<file path="src/rtl/wash_cycle_sequencer_pkg.sv">
// Shared types and helpers for the wash-cycle sequencer.
// Phase limits are seconds x ticks x multiplier, never zero.
package wash_pkg;

    typedef enum logic [2:0] {
        IDLE  = 3'd0,
        FILL  = 3'd1,
        WASH  = 3'd2,
        RINSE = 3'd3,
        SPIN  = 3'd4
    } wash_state_t;

    function automatic logic [3:0] mult_of(input logic [1:0] sel);
        logic [3:0] m;
        unique case (sel)
            2'd0:    m = 4'd1;
            2'd1:    m = 4'd2;
            2'd2:    m = 4'd4;
            default: m = 4'd8;
        endcase
        return m;
    endfunction

    function automatic logic [31:0] phase_limit(
        input logic [31:0] sec,
        input logic [31:0] ticks,
        input logic [3:0]  mult
    );
        logic [31:0] p;
        p = sec * ticks * {28'd0, mult};
        return (p == 32'd0) ? 32'd1 : p;
    endfunction

endpackage

</file>
<file path="src/rtl/wash_cycle_sequencer_if.sv">
// Control inputs and status outputs of the wash-cycle sequencer.
// master drives the controls, slave is the sequencer.
interface wash_cycle_sequencer_if;
    logic        coin_in;
    logic        double_wash;
    logic        timer_pause;
    logic [1:0]  clk_freq_sel;
    logic        busy;
    logic [2:0]  phase;
    logic        water_valve;
    logic        agitate;
    logic        spin_motor;
    logic        wash_done;
    logic [31:0] phase_count;

    modport master (
        output coin_in, double_wash, timer_pause, clk_freq_sel,
        input  busy, phase, water_valve, agitate,
        input  spin_motor, wash_done, phase_count
    );

    modport slave (
        input  coin_in, double_wash, timer_pause, clk_freq_sel,
        output busy, phase, water_valve, agitate,
        output spin_motor, wash_done, phase_count
    );
endinterface

</file>
<file path="src/rtl/wash_cycle_sequencer_phase_timer.sv">
// Per-phase cycle counter; done flags the last cycle of a phase.
module phase_timer (
    input  logic        clk,
    input  logic        Counter_RST,
    input  logic        clr,
    input  logic        en,
    input  logic [31:0] limit,
    output logic [31:0] count,
    output logic        done
);

    always_ff @(posedge clk or negedge Counter_RST) begin
        if (!Counter_RST)
            count <= 32'd0;
        else if (clr)
            count <= 32'd0;
        else if (en)
            count <= count + 32'd1;
    end

    assign done = en && (count == limit - 32'd1);

endmodule

</file>
<file path="src/rtl/wash_cycle_sequencer.sv">
// Washing-machine cycle sequencer: coin -> FILL/WASH/RINSE/SPIN -> IDLE.
// Optional second wash+rinse pass; timer frozen only by pause in SPIN.
module wash_cycle_sequencer
    import wash_pkg::*;
#(
    parameter int unsigned TICKS_PER_SEC = 1,
    parameter int unsigned FILL_SEC      = 120,
    parameter int unsigned WASH_SEC      = 300,
    parameter int unsigned RINSE_SEC     = 120,
    parameter int unsigned SPIN_SEC      = 60
) (
    input  logic                   clk,
    input  logic                   Counter_RST,
    wash_cycle_sequencer_if.slave  bus
);

    wash_state_t state_q, state_d;
    logic        dw_q, second_q, second_set;
    logic [3:0]  mult_q;
    logic [31:0] limit, count;
    logic        en, clr, done, accept;
    logic        busy_q, valve_q, agit_q, spin_q, done_q;

    assign accept = (state_q == IDLE) && bus.coin_in;
    assign en     = (state_q != IDLE) &&
                    !((state_q == SPIN) && bus.timer_pause);
    assign clr    = (state_q == IDLE) || done;

    always_comb begin
        limit = 32'd1;
        unique case (state_q)
            FILL:    limit = phase_limit(FILL_SEC, TICKS_PER_SEC, mult_q);
            WASH:    limit = phase_limit(WASH_SEC, TICKS_PER_SEC, mult_q);
            RINSE:   limit = phase_limit(RINSE_SEC, TICKS_PER_SEC, mult_q);
            SPIN:    limit = phase_limit(SPIN_SEC, TICKS_PER_SEC, mult_q);
            default: limit = 32'd1;
        endcase
    end

    phase_timer u_timer (
        .clk         (clk),
        .Counter_RST (Counter_RST),
        .clr         (clr),
        .en          (en),
        .limit       (limit),
        .count       (count),
        .done        (done)
    );

    always_comb begin
        state_d    = state_q;
        second_set = 1'b0;
        unique case (state_q)
            IDLE:  if (bus.coin_in) state_d = FILL;
            FILL:  if (done) state_d = WASH;
            WASH:  if (done) state_d = RINSE;
            RINSE: begin
                if (done) begin
                    if (dw_q && !second_q) begin
                        state_d    = WASH;
                        second_set = 1'b1;
                    end else begin
                        state_d = SPIN;
                    end
                end
            end
            SPIN:    if (done) state_d = IDLE;
            default: state_d = IDLE;
        endcase
    end

    always_ff @(posedge clk or negedge Counter_RST) begin
        if (!Counter_RST)
            state_q <= IDLE;
        else
            state_q <= state_d;
    end

    // Options are captured once per coin and held for the whole cycle
    always_ff @(posedge clk or negedge Counter_RST) begin
        if (!Counter_RST) begin
            dw_q     <= 1'b0;
            mult_q   <= 4'd0;
            second_q <= 1'b0;
        end else if (accept) begin
            dw_q     <= bus.double_wash;
            mult_q   <= mult_of(bus.clk_freq_sel);
            second_q <= 1'b0;
        end else if (second_set) begin
            second_q <= 1'b1;
        end
    end

    always_ff @(posedge clk or negedge Counter_RST) begin
        if (!Counter_RST) begin
            busy_q  <= 1'b0;
            valve_q <= 1'b0;
            agit_q  <= 1'b0;
            spin_q  <= 1'b0;
            done_q  <= 1'b0;
        end else begin
            busy_q  <= state_d != IDLE;
            valve_q <= (state_d == FILL) || (state_d == RINSE);
            agit_q  <= (state_d == WASH) || (state_d == RINSE);
            spin_q  <= state_d == SPIN;
            done_q  <= (state_q == SPIN) && (state_d == IDLE);
        end
    end

    assign bus.busy        = busy_q;
    assign bus.phase       = state_q;
    assign bus.water_valve = valve_q;
    assign bus.agitate     = agit_q;
    // Pause cuts the motor in the same cycle it is raised
    assign bus.spin_motor  = spin_q && !bus.timer_pause;
    assign bus.wash_done   = done_q;
    assign bus.phase_count = count;

endmodule

</file>
<file path="src/flat_wrapper.sv">
// flat-port wrapper written by rule: the top's interface ports become plain ports
module wash_cycle_sequencer_flat import wash_pkg::*;
#(
    parameter int unsigned TICKS_PER_SEC = 1,
    parameter int unsigned FILL_SEC      = 120,
    parameter int unsigned WASH_SEC      = 300,
    parameter int unsigned RINSE_SEC     = 120,
    parameter int unsigned SPIN_SEC      = 60
)
  (clk, Counter_RST, bus_coin_in, bus_double_wash, bus_timer_pause, bus_clk_freq_sel, bus_busy, bus_phase, bus_water_valve, bus_agitate, bus_spin_motor, bus_wash_done, bus_phase_count);
  wash_cycle_sequencer_if bus_i ();
  input  logic clk;
  input  logic Counter_RST;
  input wire logic [$bits(bus_i.coin_in)-1:0] bus_coin_in;
  input wire logic [$bits(bus_i.double_wash)-1:0] bus_double_wash;
  input wire logic [$bits(bus_i.timer_pause)-1:0] bus_timer_pause;
  input wire logic [$bits(bus_i.clk_freq_sel)-1:0] bus_clk_freq_sel;
  output wire logic [$bits(bus_i.busy)-1:0] bus_busy;
  output wire logic [$bits(bus_i.phase)-1:0] bus_phase;
  output wire logic [$bits(bus_i.water_valve)-1:0] bus_water_valve;
  output wire logic [$bits(bus_i.agitate)-1:0] bus_agitate;
  output wire logic [$bits(bus_i.spin_motor)-1:0] bus_spin_motor;
  output wire logic [$bits(bus_i.wash_done)-1:0] bus_wash_done;
  output wire logic [$bits(bus_i.phase_count)-1:0] bus_phase_count;
  assign bus_i.coin_in = bus_coin_in;
  assign bus_i.double_wash = bus_double_wash;
  assign bus_i.timer_pause = bus_timer_pause;
  assign bus_i.clk_freq_sel = bus_clk_freq_sel;
  assign bus_busy = bus_i.busy;
  assign bus_phase = bus_i.phase;
  assign bus_water_valve = bus_i.water_valve;
  assign bus_agitate = bus_i.agitate;
  assign bus_spin_motor = bus_i.spin_motor;
  assign bus_wash_done = bus_i.wash_done;
  assign bus_phase_count = bus_i.phase_count;
  wash_cycle_sequencer #(.TICKS_PER_SEC(TICKS_PER_SEC), .FILL_SEC(FILL_SEC), .WASH_SEC(WASH_SEC), .RINSE_SEC(RINSE_SEC), .SPIN_SEC(SPIN_SEC)) u_core (.clk(clk), .Counter_RST(Counter_RST), .bus(bus_i));
endmodule
</file>
<file path="config.mk">
export PLATFORM = sky130hd
export DESIGN_NAME = wash_cycle_sequencer_flat
export DESIGN_NICKNAME = d
export VERILOG_FILES = /design/src/rtl/wash_cycle_sequencer_pkg.sv /design/src/rtl/wash_cycle_sequencer_if.sv /design/src/rtl/wash_cycle_sequencer_phase_timer.sv /design/src/rtl/wash_cycle_sequencer.sv /design/src/flat_wrapper.sv
export SDC_FILE = /design/constraint.sdc
export NUM_CORES = 1
export LEC_CHECK = 0
export CAP_MARGIN = 20
export CORE_UTILIZATION = 45
export CTS_BUF_LIST = sky130_fd_sc_hd__clkbuf_16
export DETAILED_ROUTE_END_ITERATION = 6
export HOLD_SLACK_MARGIN = 0.03
export PLACE_DENSITY_LB_ADDON = 0.2
export SETUP_SLACK_MARGIN = 0.2
export SLEW_MARGIN = 25
export SYNTH_ARGS = -nofsm -noshare
export SYNTH_HDL_FRONTEND = slang
export SYNTH_SLANG_ARGS = --single-unit
</file>
<file path="constraint.sdc">
create_clock -name clk -period 15.4 [get_ports clk]
set_input_delay 3.08 -clock clk [delete_from_list [all_inputs] [get_ports clk]]
set_output_delay 3.08 -clock clk [all_outputs]
set_load 0.02 [all_outputs]
</file>
==> flow_metrics.tcl, run 1 <==
set metrics [dict create \
    power-per-cell-area_nw_per_um2 233 \
    critical_path.startpoint_type "input pin" \
    setup_viol 0 \
    finalWeightedCongestion 0.903 \
    max_cap_violations 0 \
    wl_per_cell_um 17.0 \
    timing.max_slew.rel_slack_pct 39.2 \
    floorplan_row_count 34 \
    tritoncts_clock_tree "done" \
    final_critical_path_setup_slack_ns 7.99 \
    crit_top_cell "sky130_fd_sc_hd__clkdlybuf4s50_1" \
    core_area_um2 8890 \
    globalRouteOverflowTotal 0 \
    vias_per_cell 6.05 \
    first_pass_iters 5 \
    worstPathArrival_ns 4.33 \
    final-seq-area_um2 1150 \
    clkTransAtPathRegs_ns 0.06 \
    dieWidth_um 98.6 \
    n_fill_cell 849 \
    timing.critical_path.to_type "output port" \
    ys_seq_area_share_pct 27.4 \
    worst_pin_slew_ns 0.913 \
    final_layout_size_suffix_gt1_share_pct 7.31 \
    crit_buf_inv 2 \
    hold_violations 0 \
    post-route-min-period_ns 7.41 \
    design.portCount 47 \
    multi_input_comb_area_um2 2880 \
    vias 3802 \
    largest_net_degree_at_the_start_of_global_routing 47 \
    synth_nets 519 \
    tritoncts_sink_count 46 \
    synth_top_cell_area_share_pct 27.4 \
    highest_clock_rate_mhz 135 \
    post_synthesis_instance_area_um2 4200 \
    syn_area_per_cell_um2 8.73 \
    status "finished, final reports clean" \
    synthDistinctLibCells 77 \
    rsz0062_at_grt "no" \
    htree_num_levels 2 \
    pre_cts_ws_ns 7.98 \
    synth_largest_area_cell "sky130_fd_sc_hd__dfrtp_1" \
    synth_seq_cells 46 \
    first_iter_violations 244 \
    ys_async_sr_fraction_pct 100 \
    critical_path_top_delay_cell "sky130_fd_sc_hd__clkdlybuf4s50_1" \
    power.static_leakage_nw 2.12 \
    max-clock-path-buffers 2 \
    floorplan.die_area_um2 9720 \
    post_cts_hold_buffer_count 0 \
    final_nets 557 \
    cp_max_fo 5 \
    synth.most_common_cell "sky130_fd_sc_hd__nor2_1" \
    worst_ep_required_time_ns 12.32 \
    synth.top_cells.by_count "sky130_fd_sc_hd__nor2_1, sky130_fd_sc_hd__dfrtp_1, sky130_fd_sc_hd__nand2_1" \
    area_added_between_synthesis_and_finish_pct 15.0 \
    ant_nets 0 \
    clock_tree.root_cell "sky130_fd_sc_hd__clkbuf_16" \
    cts_resized 0 \
    total_negative_slack_for_setup_checks_ns 0 \
    number_of_clock_buffers_inserted_by_tritoncts 5 \
    final_min_period_over_clock_period_pct 48.1 \
    synth_enable_flop_cells 0 \
    timing.critical_path.cells "clkdlybuf4s50_1, nor2b_1, clkdlybuf4s50_1" \
    postCtsSetupBuffers 0 \
    io_buffers 46 \
    antenna_found_initial 0 \
    cpPeakStageDelay_ns 0.60 \
    number_of_pins_with_negative_max_slew_slack_in_the_final_report 0 \
    gr-usage-all-layers_pct 23.0 \
    first_pass_grt_wire_length_um 18000 \
    yosysWarnings 0 \
    grt_pass1_vias 3585 \
    detailed_place_hpwl_um 8210 \
    hold_path.class "register to register" \
    criticalPathCategory "input pin to output port" \
    drc_violation_count_after_routing 0 \
    floorplan.initialDensity_pct 47.2 \
    post_synth_main_area_contributors "sky130_fd_sc_hd__dfrtp_1, sky130_fd_sc_hd__ha_1, sky130_fd_sc_hd__xor2_1" \
    wl_um 10700 \
    timing.critical_path.max_delay_family "buffers and inverters" \
    clock_latency_reported_for_the_late_side_of_the_worst_skew_pair_ns 0.28 \
    clock-skew-final_ns 0.00545 \
    synth_cells 481 \
    diodes 0 \
    worst_ir_drop_vdd_uv 115 \
    chipHeight_um 98.6 \
    yosys_most_used_dff "sky130_fd_sc_hd__dfrtp_1" \
]
-- cells by family (layout without fill, tap and decap cells) --
group                      count (synthesis)  count (layout)  share of synthesized area [%]
DFF                                       46              46                           27.4
muxes                                     12              12                           3.13
and+or+nand+nor                          236             236                           30.7
xor gates and xnor gates                  48              48                           10.0
buffers and inverters                     29              68                           3.90
AOI/OAI and AO/OA                         79              79                           14.7
adders and majority gates                 31              31                           10.1
-- path summary, 6_finish.rpt --
| path | start | to | slack [ns] | cells past startpoint |
|---|---|---|---|---|
| worst max-delay path | bus_timer_pause | bus_spin_motor | 7.99 | 3 |
| worst min-delay path | u_core.second_q | u_core.second_q | 0.51 | 1 |
| worst max register to register | u_core.mult_q[2] | u_core.u_timer.count[1] | 9.05 | 19 |
| worst min register to register | u_core.second_q | u_core.second_q | 0.51 | 1 |
| max in group asynchronous | Counter_RST | u_core.u_timer.count[4] | 12.17 | 1 |
| min in group asynchronous | Counter_RST | u_core.spin_q | 2.80 | 1 |
-- area by class of cell --
cell class,count,area share [%]
Clock buffer,5,2.59
Multi-Input combinational cell,406,59.7
Sequential cell,46,23.8
Tap cell,108,2.80
Clock inverter,3,0.441
Inverter,14,1.09
Timing Repair Buffer,46,9.49
-- power breakdown --
group | switching, W | total, W | internal (W) | leakage (nW)
registers | 0.0000425 | 0.000181 | 0.000138 | 0.615
logic | 0.000499 | 0.000838 | 0.000339 | 1.44
clock network | 0.0000463 | 0.000106 | 0.0000601 | 0.0698
total | 0.000588 | 0.00113 | 0.000537 | 2.12
-- placed cells by master, fill, tap and decap left out, drive strengths merged, types with 7 or more instances in the layout --
master and count:
nand3 27, nor2 61, and3 12, nor3 12
clkdlybuf4s50 45, o21ai 16, nand2b 7, xnor2 20
mux2i 9, ha 26, a21oi 11, xor2 28
nand2 47, inv 14, nand4 16, nor3b 9
dfrtp 46
-- sequential cells by signal, indices dropped and copies added, names as in the netlist --
signal	flops
u_core.spin_q	1
u_core.bus.agitate	1
u_core.bus.phase	3
u_core.bus.wash_done	1
u_core.second_q	1
u_core.bus.water_valve	1
u_core.mult_q	4
u_core.u_timer.count	32
u_core.bus.busy	1
u_core.dw_q	1
-- stage by stage --
| step | hold slack, ns | cells | utilization (%) | instance area [um2] | total power, W |
|---|---|---|---|---|---|
| 3_5_place_dp | 0.491 | 620 | 52.6 | 4680 | 0.000999 |
| 3_3_place_gp | 0.480 | 620 | 52.6 | 4680 | 0.000980 |
| 4_1_cts | 0.505 | 628 | 54.3 | 4830 | 0.00111 |
| 6_report | 0.514 | 628 | 54.3 | 4830 | 0.00113 |
| 5_1_grt | 0.565 | 628 | 54.3 | 4830 | 0.00122 |
| 2_1_floorplan | 0.464 | 481 | - | 4200 | 0.000836 |
-- routing by layer --
metal	vias to the layer above	global-route usage (%)	routed length [um]
met4	0	4.48	82
met3	8	2.77	566
met5	-	0	0
li1	1832	-	-
met1	1855	33.7	5220
met2	107	36.6	4840
Power figures use the tool's default switching activity.
==> run 2: changes to the inputs <==
==> constraint.sdc (replaced) <==
create_clock -name clk -period 6 [get_ports clk]
set_input_delay 1.2 -clock clk [delete_from_list [all_inputs] [get_ports clk]]
set_output_delay 1.2 -clock clk [all_outputs]
set_load 0.02 [all_outputs]
==> run 2 against run 1 <==
Utilization rose by 1.5 points. Worst setup slack lost 7.5 ns. Global-route usage grew 1.4 points. Sequential share of layout area is 0.64 points lower. Wire length grew 8.1%. Die area unchanged. Critical path depth is 16 higher. First-iteration DRC count grew 36%. Count of clock-buffer cells in the layout did not move. Clock skew down 0.0027 ns. Cell count increased by 1.6%. Critical path type is now register to register. Largest cell class unchanged.
==> flow_metrics.tcl, run 2 (synthesized netlist as in run 1, its figures left out) <==
set metrics [dict create \
    antenna_found_initial 0 \
    vias_per_cell 6.06 \
    core_area_um2 8890 \
    diodes 0 \
    wp_depth 19 \
    htree_num_levels 2 \
    area_added_between_synthesis_and_finish_pct 18.2 \
    power-per-cell-area_nw_per_um2 635 \
    worst_ep_required_time_ns 6.18 \
    tritoncts_clock_tree "done" \
    globalRouteOverflowTotal 0 \
    r2r-start "u_core.mult_q[1]" \
    largest_register_ffs 32 \
    timing.critical_path.max_delay_family "adder cells" \
    rsz0062_at_grt "no" \
    first_iter_violations 331 \
    total_negative_slack_for_setup_checks_ns 0 \
    drc_violation_count_after_routing 0 \
    hold_path.class "register to register" \
    dieWidth_um 98.6 \
    clock-skew-final_ns 0.00277 \
    chipHeight_um 98.6 \
    dp_area_um2 4730 \
    first_pass_iters 5 \
    cp_max_fo 9 \
    clock_tree.root_cell "sky130_fd_sc_hd__clkbuf_16" \
    layout.cells.most_common_list "sky130_fd_sc_hd__nor2_1, sky130_fd_sc_hd__nand2_1, sky130_fd_sc_hd__clkdlybuf4s50_1, sky130_fd_sc_hd__dfrtp_1, sky130_fd_sc_hd__xor2_1" \
    final_min_period_over_clock_period_pct 91.6 \
    postCtsSetupBuffers 0 \
    finalWeightedCongestion 0.897 \
    number_of_clock_buffers_inserted_by_tritoncts 5 \
    crit_top_cell "sky130_fd_sc_hd__fa_1" \
    final_nets 567 \
    detailed_place_hpwl_um 8380 \
    timing.max_slew.rel_slack_pct 49.6 \
    timing.critical_path.to_type "register" \
    timing.critical_path.from "u_core.mult_q[1]" \
    ant_nets 0 \
    n_fill_cell 812 \
    post-route-min-period_ns 5.50 \
    timing.critical_path.cells "fa_1, inv_1, fa_1, inv_1, fa_1, a21oi_2, or2_1, a21oi_1, or3_4, o31ai_2, a221o_1, nor3_1, ha_1, xor2_1, a2111oi_2, nor4b_4, and4_4, a31o_2, nor2_1" \
    crit_end "u_core.u_timer.count[5]" \
    wl_per_cell_um 18.1 \
    design.portCount 47 \
    rrSetupSlack_ns 0.50 \
    final_layout_size_suffix_gt1_share_pct 10.6 \
    floorplan.die_area_um2 9720 \
    power.static_leakage_nw 2.18 \
    tritoncts_sink_count 46 \
    holdCritStartpoint "u_core.second_q" \
    setup_viol 0 \
    max-clock-path-buffers 2 \
    clkTransAtPathRegs_ns 0.07 \
    number_of_pins_with_negative_max_slew_slack_in_the_final_report 0 \
    max_cap_violations 0 \
    vias 3866 \
    wl_um 11600 \
    hold_violations 0 \
    regMostFlops "u_core.u_timer.count" \
    first_pass_grt_wire_length_um 18800 \
    worstReg2RegEnd "u_core.u_timer.count[5]" \
    post_cts_hold_buffer_count 0 \
    timing.reg2reg.worst_path_depth 19 \
    crit_buf_inv 2 \
    highest_clock_rate_mhz 182 \
    worst_pin_slew_ns 0.745 \
    largest_net_degree_at_the_start_of_global_routing 47 \
    layout_commonest_cell "sky130_fd_sc_hd__nor2_1" \
    critical_path.startpoint_type "register" \
    status "finished, final reports clean" \
    gr-usage-all-layers_pct 24.4 \
    io_buffers 46 \
    stdcell_area_um2 4960 \
    floorplan_row_count 34 \
    critical_path_top_delay_cell "sky130_fd_sc_hd__fa_1" \
    worst_ir_drop_vdd_uv 285 \
    worstPathArrival_ns 5.68 \
    clock_latency_reported_for_the_late_side_of_the_worst_skew_pair_ns 0.29 \
    grt_pass1_vias 3675 \
    cpPeakStageDelay_ns 0.58 \
    floorplan.initialDensity_pct 47.2 \
    criticalPathCategory "register to register" \
]
==> run 2: layer usage <==
metal | vias to the layer above | wire [um] | global-route usage [%]
met2 | 125 | 5140 | 38.1
met5 | - | 0 | 0
met3 | 19 | 708 | 3.26
met1 | 1867 | 5550 | 35.7
li1 | 1855 | - | -
met4 | 0 | 171 | 5.74
==> run 2: area by class of cell <==
| cell class | instances | area (um2) | area share, % |
|---|---|---|---|
| Clock buffer | 5 | 125 | 2.52 |
| Clock inverter | 3 | 18.8 | 0.378 |
| Inverter | 14 | 52.6 | 1.06 |
| Multi-Input combinational cell | 409 | 2970 | 59.8 |
| Sequential cell | 46 | 1150 | 23.2 |
| Tap cell | 108 | 135 | 2.72 |
| Timing Repair Buffer | 53 | 510 | 10.3 |
==> run 2: per-stage QoR <==
stage	cells	utilization [%]	setup WS, ns	hold WS, ns	total power (W)
6_report	638	55.8	0.502	0.502	0.00315
2_1_floorplan	481	-	0.604	0.464	0.00215
3_5_place_dp	627	53.2	0.0610	0.485	0.00264
4_1_cts	636	55.1	0.235	0.502	0.00299
5_1_grt	638	55.8	0.200	0.542	0.00339
3_3_place_gp	627	53.2	0.258	0.480	0.00259
==> run 2: worst min-delay path by stage <==
stage                     cells past startpoint         endpoint
after floorplan                               1  u_core.second_q
after global placement                        1  u_core.second_q
after detailed placement                      1  u_core.second_q
after CTS                                     1  u_core.second_q
after global routing                          1  u_core.second_q
final                                         1  u_core.second_q
==> run 2: report_power, final <==
group          switching [W]  internal (W)
Clock               0.000131      0.000155
Sequential         0.0000835      0.000356
Combinational        0.00145      0.000980
==> run 2: worst register-to-register path: cells and delay by family, from the launching register on <==
kind / cells / cell delay, ns
AOI/OAI and AO/OA: 6 / 1.46
xor gates and xnor gates: 1 / 0.17
adders and majority gates: 4 / 1.80
buffers and inverters: 2 / 0.14
DFF: 1 / 0.49
and+or+nand+nor: 6 / 1.34
==> run 2: repair_timing <==
action | CTS | global route
gates cloned | 1 | 2
setup endpoints to repair | 33 | 41
resized for setup | 4 | 11
pin swaps | 1 | 0
